### config.mk
export PLATFORM = sky130hd
export DESIGN_NAME = fetch_queue_stage
export DESIGN_NICKNAME = d
export VERILOG_FILES = /design/src/rtl/fetch_queue_stage_pkg.sv /design/src/rtl/fetch_queue_stage_fifo.sv /design/src/rtl/fetch_queue_stage.sv
export SDC_FILE = /design/constraint.sdc
export NUM_CORES = 1
export LEC_CHECK = 0
export ABC_AREA = 1
export CAP_MARGIN = 0
export CORE_UTILIZATION = 61
export CTS_CLUSTER_DIAMETER = 120
export CTS_CLUSTER_SIZE = 20
export DETAILED_ROUTE_END_ITERATION = 10
export GPL_ROUTABILITY_DRIVEN = 0
export HOLD_SLACK_MARGIN = 0.08
export MAX_ROUTING_LAYER = met4
export PLACE_DENSITY = 0.85
export SETUP_SLACK_MARGIN = 0.2
export SLEW_MARGIN = 20
export SYNTH_ARGS = -nofsm -noshare
export SYNTH_HDL_FRONTEND = slang
export SYNTH_SLANG_ARGS = --single-unit
### constraint.sdc
create_clock -name clk -period 16.8 [get_ports clk]
set_input_delay 5.04 -clock clk [delete_from_list [all_inputs] [get_ports clk]]
set_output_delay 5.04 -clock clk [all_outputs]
set_load 0.01 [all_outputs]
### src/rtl/fetch_queue_stage_pkg.sv
// Shared constants for the fetch front end.
// Holds the default instruction/PC width, the reset PC, the bubble
// instruction, and the encoding of the request FSM states.
package fetch_queue_stage_pkg;

  localparam int                  DEF_WORD_SIZE  = 32;
  localparam logic [31:0]         DEF_PC_INITIAL = 32'h0000_1000;
  localparam logic [31:0]         DEF_NOP        = 32'h0000_0013;

  // IDLE: nothing outstanding
  // WAIT: one request outstanding, its response will be queued
  // KILL: one request outstanding, its response is stale (redirected past it)
  typedef enum logic [1:0] {
    IDLE = 2'd0,
    WAIT = 2'd1,
    KILL = 2'd2
  } fetchState_e;

endpackage

### src/rtl/fetch_queue_stage_fifo.sv
// fetch_buffer_fifo: circular FIFO between the cache response and decode.
// Ports:
//   clk, rst      clock, asynchronous active-high reset
//   clear         synchronous clear (wins over push/pop)
//   push/pushData write one entry at the tail
//   pop           drop the head entry
//   headData      current head entry, read straight from storage
//   count         occupancy, 0..DEPTH
// DEPTH must be a power of two so the pointers wrap for free.
module fetch_buffer_fifo #(
  parameter int WIDTH = 64,
  parameter int DEPTH = 4
) (
  input  logic                       clk,
  input  logic                       rst,
  input  logic                       clear,
  input  logic                       push,
  input  logic [WIDTH-1:0]           pushData,
  input  logic                       pop,
  output logic [WIDTH-1:0]           headData,
  output logic [$clog2(DEPTH+1)-1:0] count
);

  localparam int PW = $clog2(DEPTH);

  logic [DEPTH-1:0][WIDTH-1:0] mem;
  logic [PW-1:0]               wrPtr, rdPtr;

  always_ff @(posedge clk or posedge rst) begin
    if (rst) begin
      wrPtr <= '0;
      rdPtr <= '0;
      count <= '0;
    end else if (clear) begin
      wrPtr <= '0;
      rdPtr <= '0;
      count <= '0;
    end else begin
      if (push) wrPtr <= wrPtr + 1'b1;
      if (pop)  rdPtr <= rdPtr + 1'b1;
      case ({push, pop})
        2'b10:   count <= count + 1'b1;
        2'b01:   count <= count - 1'b1;
        default: count <= count;
      endcase
    end
  end

  // Storage needs no reset; count gates every read of it.
  always_ff @(posedge clk) begin
    if (push && !clear) mem[wrPtr] <= pushData;
  end

  assign headData = mem[rdPtr];

endmodule

### src/rtl/fetch_queue_stage.sv
// fetch_queue_stage: instruction fetch front end.
// Issues one sequential request at a time to the I-cache, queues returned
// instructions, and feeds the IF/ID register from the queue head.
// Ports:
//   clk, rst                         clock, asynchronous active-high reset
//   redirect_i, redirect_pc_i        execute redirect and its target PC
//   stall_f_i                        block new cache requests
//   stall_d_i, flush_d_i             hold / bubble the decode register
//   ic_req_o, ic_pc_o, ic_ready_i    cache request handshake
//   ic_resp_valid_i, ic_resp_instr_i cache response
//   instr_d_o, pc_d_o, pcplus4_d_o, valid_d_o  decode register
//   q_count_o                        queue occupancy
module fetch_queue_stage
  import fetch_queue_stage_pkg::*;
#(
  parameter int                   WORD_SIZE  = DEF_WORD_SIZE,
  parameter int                   DEPTH      = 4,
  parameter logic [WORD_SIZE-1:0] PC_INITIAL = DEF_PC_INITIAL,
  parameter logic [WORD_SIZE-1:0] NOP        = DEF_NOP
) (
  input  logic                       clk,
  input  logic                       rst,
  input  logic                       redirect_i,
  input  logic [WORD_SIZE-1:0]       redirect_pc_i,
  input  logic                       stall_f_i,
  input  logic                       stall_d_i,
  input  logic                       flush_d_i,
  output logic                       ic_req_o,
  output logic [WORD_SIZE-1:0]       ic_pc_o,
  input  logic                       ic_ready_i,
  input  logic                       ic_resp_valid_i,
  input  logic [WORD_SIZE-1:0]       ic_resp_instr_i,
  output logic [WORD_SIZE-1:0]       instr_d_o,
  output logic [WORD_SIZE-1:0]       pc_d_o,
  output logic [WORD_SIZE-1:0]       pcplus4_d_o,
  output logic                       valid_d_o,
  output logic [$clog2(DEPTH+1)-1:0] q_count_o
);

  localparam int             CW      = $clog2(DEPTH+1);
  localparam logic [CW:0]    DEPTH_W = (CW+1)'(DEPTH);
  localparam logic [WORD_SIZE-1:0] FOUR = WORD_SIZE'(4);

  typedef struct packed {
    logic [WORD_SIZE-1:0] pc;
    logic [WORD_SIZE-1:0] instr;
  } qEntry_t;

  fetchState_e          state, stateNext;
  logic [WORD_SIZE-1:0] pcF, reqPc;
  logic [CW-1:0]        qCount;
  logic [CW:0]          occupancy;
  qEntry_t              pushEntry, headEntry;
  logic                 xfer, push, pop;

  // An outstanding WAIT request already owns a queue slot.
  assign occupancy = {1'b0, qCount} + (CW+1)'(state == WAIT);

  // A new request may go out when nothing is outstanding or the outstanding
  // one completes this cycle.
  assign ic_req_o = !rst && (state == IDLE || ic_resp_valid_i) && !stall_f_i
                    && !redirect_i && (occupancy < DEPTH_W);
  assign ic_pc_o  = pcF;
  assign xfer     = ic_req_o && ic_ready_i;

  always_comb begin
    stateNext = state;
    push      = 1'b0;
    pop       = 1'b0;
    if (redirect_i) begin
      // Any in-flight request is now stale; a response this cycle retires it.
      if (state != IDLE) stateNext = ic_resp_valid_i ? IDLE : KILL;
    end else begin
      push = (state == WAIT) && ic_resp_valid_i;
      pop  = !flush_d_i && !stall_d_i && (qCount != '0);
      if (xfer)                                 stateNext = WAIT;
      else if (state != IDLE && ic_resp_valid_i) stateNext = IDLE;
    end
  end

  always_ff @(posedge clk or posedge rst) begin
    if (rst) begin
      state <= IDLE;
      pcF   <= PC_INITIAL;
      reqPc <= PC_INITIAL;
    end else begin
      state <= stateNext;
      if (redirect_i)  pcF <= redirect_pc_i;
      else if (xfer)   pcF <= pcF + FOUR;
      if (xfer)        reqPc <= pcF;
    end
  end

  assign pushEntry = '{pc: reqPc, instr: ic_resp_instr_i};

  fetch_buffer_fifo #(
    .WIDTH ($bits(qEntry_t)),
    .DEPTH (DEPTH)
  ) uFifo (
    .clk      (clk),
    .rst      (rst),
    .clear    (redirect_i),
    .push     (push),
    .pushData (pushEntry),
    .pop      (pop),
    .headData (headEntry),
    .count    (qCount)
  );

  assign q_count_o = qCount;

  // Decode register: flush > stall > load from head > bubble.
  always_ff @(posedge clk or posedge rst) begin
    if (rst) begin
      instr_d_o   <= NOP;
      pc_d_o      <= PC_INITIAL;
      pcplus4_d_o <= PC_INITIAL + FOUR;
      valid_d_o   <= 1'b0;
    end else if (flush_d_i) begin
      instr_d_o <= NOP;
      valid_d_o <= 1'b0;
    end else if (stall_d_i) begin
      valid_d_o <= valid_d_o;
    end else if (pop) begin
      instr_d_o   <= headEntry.instr;
      pc_d_o      <= headEntry.pc;
      pcplus4_d_o <= headEntry.pc + FOUR;
      valid_d_o   <= 1'b1;
    end else begin
      instr_d_o <= NOP;
      valid_d_o <= 1'b0;
    end
  end

endmodule

**After elaboration in Yosys (flattened, before gate mapping)**

Cells that the tools add are included.

- Bits in registers: 426
- Bits of input ports: 72
- Output and inout port bits: 133
- Word-level logic and storage cells: 85

- $add $sub $neg: 7
- Order comparisons: 4
- Equal/unequal tests: 5
- Multiplexer cells: 26
- Bitwise gates (word level): 2
- Reduce and logical (&&, ||, !) cells: 27

Operators by type and width:

| cell | number |
|---|---|
| 256-bit bitwise mux | 1 |
| 32-bit 2-to-1 mux | 5 |
| 64-bit binary-select mux with 2-bit select | 1 |
| 64-bit demux with 2-bit select | 1 |
| 64-bit 2-to-1 mux | 2 |
| 32-bit by 3-bit adder with 32-bit output, second input constant | 2 |
| 2-bit 2-to-1 mux | 9 |
| 1-bit logical AND | 11 |
| 3-bit nonzero test | 3 |
| 2-bit nonzero test | 4 |
| 2-bit by 3-bit < comparator with 1-bit output, second input constant | 2 |
| 3-bit case mux with 2 select lines | 1 |
| 1-bit zero test | 5 |
| 1-bit 2-to-1 mux | 5 |
| 2-bit by 1-bit adder with 2-bit output, second input constant | 2 |
| 3-bit by 1-bit adder with 4-bit output | 1 |
| 2-bit by 1-bit == test with 1-bit output, second input constant | 2 |
| 4-bit by 3-bit < comparator with 1-bit output, second input constant | 1 |
| 2-bit by 1-bit inequality test with 1-bit output, second input constant | 2 |
| 3-bit by 1-bit adder with 3-bit output, second input constant | 1 |
| 3-bit 2-to-1 mux | 1 |
| 3-bit AND reduction | 1 |
| 3-bit by 1-bit subtractor with 3-bit output, second input constant | 1 |
| 2-bit == test, second input constant | 1 |
| 5 further kinds | 6 |

**Depth between registers and ports, before layout**

- Depth in word-level cells: 9
- Gate-level depth with buffers: 15
- Mapped depth without buffers: 13

**Hierarchy**

From an unflattened synthesis, not the netlist that was laid out.

- Cells, all modules: 1784
- Area total of the unflattened synthesis: 18061.1 µm²

Modules (own cells, without submodules):

| module | times used | cells each | area each (µm²) | seq. area each (µm²) |
|---|---|---|---|---|
| fetch_buffer_fifo | 1 | 679 | 9933.3 | 7862.5 |
| fetch_queue_stage | 1 | 1105 | 8127.8 | 4038.9 |

**Worst setup path after synthesis**

Ideal clock, no wire load.

- Kind: in2out
- Start: input port rst
- End: output port ic_req_o
- Arrival: 9.143 ns
- Required time: 11.760 ns
- Setup slack: 2.617 ns
- Cell stages on the path: 5
- Path buffers: 0
- Path through: inv_1 -> nand3_1 -> nor2_1 -> nand2_1 -> inv_1

- Longest elaborated chain between the ends: 5

Ends and longest elaborated chain:

| element | line | source |
|---|---|---|
| from (decl) | fetch_queue_stage.sv:22 | `input logic rst,` |
| 1-bit zero test (no source line) | -- |  |
| 1-bit logical AND (2 in a row) | fetch_queue_stage.sv:61 | `assign ic_req_o = !rst && (state == IDLE \|\| ic_resp_valid_i) && !stall_f_i` |
| 1-bit logical AND (2 in a row) | fetch_queue_stage.sv:62 | `&& !redirect_i && (occupancy < DEPTH_W);` |
| to (decl) | fetch_queue_stage.sv:28 | `output logic ic_req_o,` |

No other way between the ends.

**Worst setup path in the final report**

- Start: input port redirect_i
- End: output port ic_req_o

- Longest elaborated chain between the ends: 3

Ends and longest elaborated chain:

| element | line | source |
|---|---|---|
| from (decl) | fetch_queue_stage.sv:23 | `input logic redirect_i,` |
| 1-bit zero test | fetch_queue_stage.sv:62 |  |
| 1-bit logical AND (2 in a row) | fetch_queue_stage.sv:62 |  |

No other way between the ends.

==> results.yml <==
status:
  status: "complete, no violations"
worst_setup_path:
  worstPathArrival_ns: 6.82
  worstSetupEndpoint: "ic_req_o"
  worstPathMaxFanout: 39
  critPathLaunchType: "input pin"
  r2r_start: "uFifo.rdPtr[1]"
  startpoint: "redirect_i"
  crit_required_ns: 11.76
  r2r_slack_ns: 13.50
  reg2regPathDepth: 12
  path_class: "input pin to output pin"
  cp-end-kind: "output pin"
  r2r_end: "pcplus4_d_o[16]"
synth:
  syn-instance-count: 1843
  synth_top_area_share_pct: 41.7
  synthTopCellsByArea: "edfxtp_1 42%, dfrtp_1 22%, nand2_1 12%, nand3_1 4.0%, inv_1 3.5%"
  yosys_most_used_dff: "edfxtp_1"
  avgSynthCellArea_um2: 9.99
  synth.cell_area_um2: 18400
  synthArstFlopShare_pct: 39.6
  synth_edf_count: 256
  syn-num-nets: 1922
  synth_warnings: 0
  synth_cell_types: 44
  yosysTopAreaCell: "edfxtp_1"
  synth_seq_cells: 424
  synth_seq_area_share_pct: 64.6
die:
  die-area_um2: 30900
  die_y_um: 176
  ios: 205
  core-area_um2: 29600
  chipWidth_um: 176
  row_count: 63
  start_util_pct: 62.1
drt:
  drtAntennaViolNets: 0
  viasPerCell: 5.67
  dr.pass1.iters: 6
  drt_iter0_drc: 1335
  routed_wl_um: 41700
  drc: 0
  via_count: 13700
  wl_per_cell_um: 17.3
timing:
  fin_tns_setup_ns: 0
  rsz0062_at_grt: "false"
  slew_viol_final: 0
  finalCritPeriodShare_pct: 70.6
  fmax_mhz: 84.3
  max_slew_margin_pct: 31.0
  whs_ns: 0.478
  tightest_slew_ns: 1.04
  finClkSkew_ns: 0.0187
  finalHoldViolations: 0
  post-route-min-period_ns: 11.86
  finalSetupViolations: 0
placement:
  post-place-cells: 2366
  hpwl_um: 26500
  io_buffer_count: 204
global_route:
  antenna_found_initial: 0
  gr-usage-all-layers_pct: 28.2
  grt_pass1_wl_um: 66700
  grt_pass1_vias: 13100
  grt_overflow_total: 0
  grt_max_degree: 110
cts:
  cts.sinks: 424
  cts_hold_buf: 0
  h-tree-depth: 1
  cts_tree: "yes"
  cts_setup_buffers: 0
  numCtsBuffers: 25
  cts_max_path_buffers: 3
  clock_latency_ns: 0.55
  clk_pin_slew_ns: 0.08
  cts-root-buf: "clkbuf_16"
  cts_resized: 0
cells_and_area:
  layout_common_cells: "592 x nand2_1, 256 x edfxtp_1, 204 x clkdlybuf4s50_1"
  syn_to_final_growth_pct: 16.0
  fillerInstances: 2080
  fin_util_pct: 72.1
  drive_gt1_share_pct: 4.90
  diodes: 0
  fin_nets: 2082
  instances_no_fill: 2412
  final_common_cell: "nand2_1"
power:
  ir_worst_vdd_mv: 0.0779
  leakage_uw: 0.00898
  p_per_area_nw_per_um2: 121
job:
  max-cap-violations: 0
worst_hold_path:
  hold_class: "register to register"
  whs_path_depth: 2
[worst min path at each step]
stage | start | endpoint | slack (ns)
floorplan | pcplus4_d_o[12] | pcplus4_d_o[12] | 0.47
CTS | pcplus4_d_o[12] | pcplus4_d_o[12] | 0.48
detailed placement | pcplus4_d_o[12] | pcplus4_d_o[12] | 0.46
finish | pcplus4_d_o[12] | pcplus4_d_o[12] | 0.48
global placement | pcplus4_d_o[12] | pcplus4_d_o[12] | 0.46
global route | pcplus4_d_o[12] | pcplus4_d_o[12] | 0.51
[layout make-up]
cell class              instances  area, um^2  share of cell area, %
repair buffers                218        2150                   10.1
clock inverters                 2        25.0                  0.117
clock buffers                  44         697                   3.26
multi-input cells            1154        5410                   25.3
inverters                     180         687                   3.22
flip-flops and latches        424       11900                   55.7
well taps                     390         488                   2.28
[metrics by stage]
step	setup WS, ns	area (um^2)	total power [uW]
6_report	4.94	21400	2580
5_1_grt	4.75	21400	2700
4_1_cts	4.93	21400	2590
3_5_place_dp	4.94	20600	1980
3_3_place_gp	4.94	20600	1950
2_1_floorplan	2.62	18400	1680
[state kept, by name (all words and copies together), names as in the netlist, 3 cells and up]
signal / count
ic_pc_o: 32
instr_d_o: 32
uFifo.count: 3
uFifo.mem: 256
pc_d_o: 32
reqPc: 32
pcplus4_d_o: 30
[cells in the mapped netlist (8+ instances only)]
| cell | instances |
|---|---|
| buf_4 | 8 |
| o21ai_0 | 96 |
| buf_6 | 11 |
| nor2_1 | 114 |
| inv_1 | 174 |
| nor3_1 | 9 |
| nand2_1 | 593 |
| dfrtp_1 | 160 |
| buf_2 | 29 |
| nand4_1 | 12 |
| nor2_2 | 18 |
| a32o_1 | 32 |
| dfstp_2 | 8 |
| xor2_1 | 15 |
| nand2_2 | 8 |
| a21oi_1 | 46 |
| nand3_1 | 148 |
| clkbuf_1 | 32 |
| o211ai_1 | 11 |
| edfxtp_1 | 256 |
[where the power goes]
part / switching, uW / leakage, uW / internal, uW
sequential: 126 / 0.00442 / 1270
clock: 327 / 0.000342 / 285
combinational: 303 / 0.00422 / 272
[worst max-delay path: stages]
cell,delay (ns)
clkdlybuf4s50_1,0.40
buf_4,0.25
inv_2,0.21
nand3_1,0.10
nor2_1,0.17
nand2_1,0.07
inv_1,0.05
clkdlybuf4s50_1,0.52
[logic make-up after synthesis]
kind of cell	share of synthesized area, %
and+or+nand+nor	20.7
DFF	64.6
buffers and inverters	6.24
AOI/OAI and AO/OA	7.07
xor gates and xnor gates	0.808
adders and majority gates	0.516
[metal layers]
metal | up-vias | routed length (um) | track usage (%) | part of all wire, %
li1 | 6423 | - | - | -
met1 | 6520 | 17400 | 38.7 | 42
met2 | 669 | 20100 | 45.5 | 48
met3 | 57 | 3360 | 2.66 | 8.1
met4 | 0 | 773 | 7.57 | 1.9
met5 | - | 0 | - | 0
No activity file was read; power rests on OpenSTA's default activity.
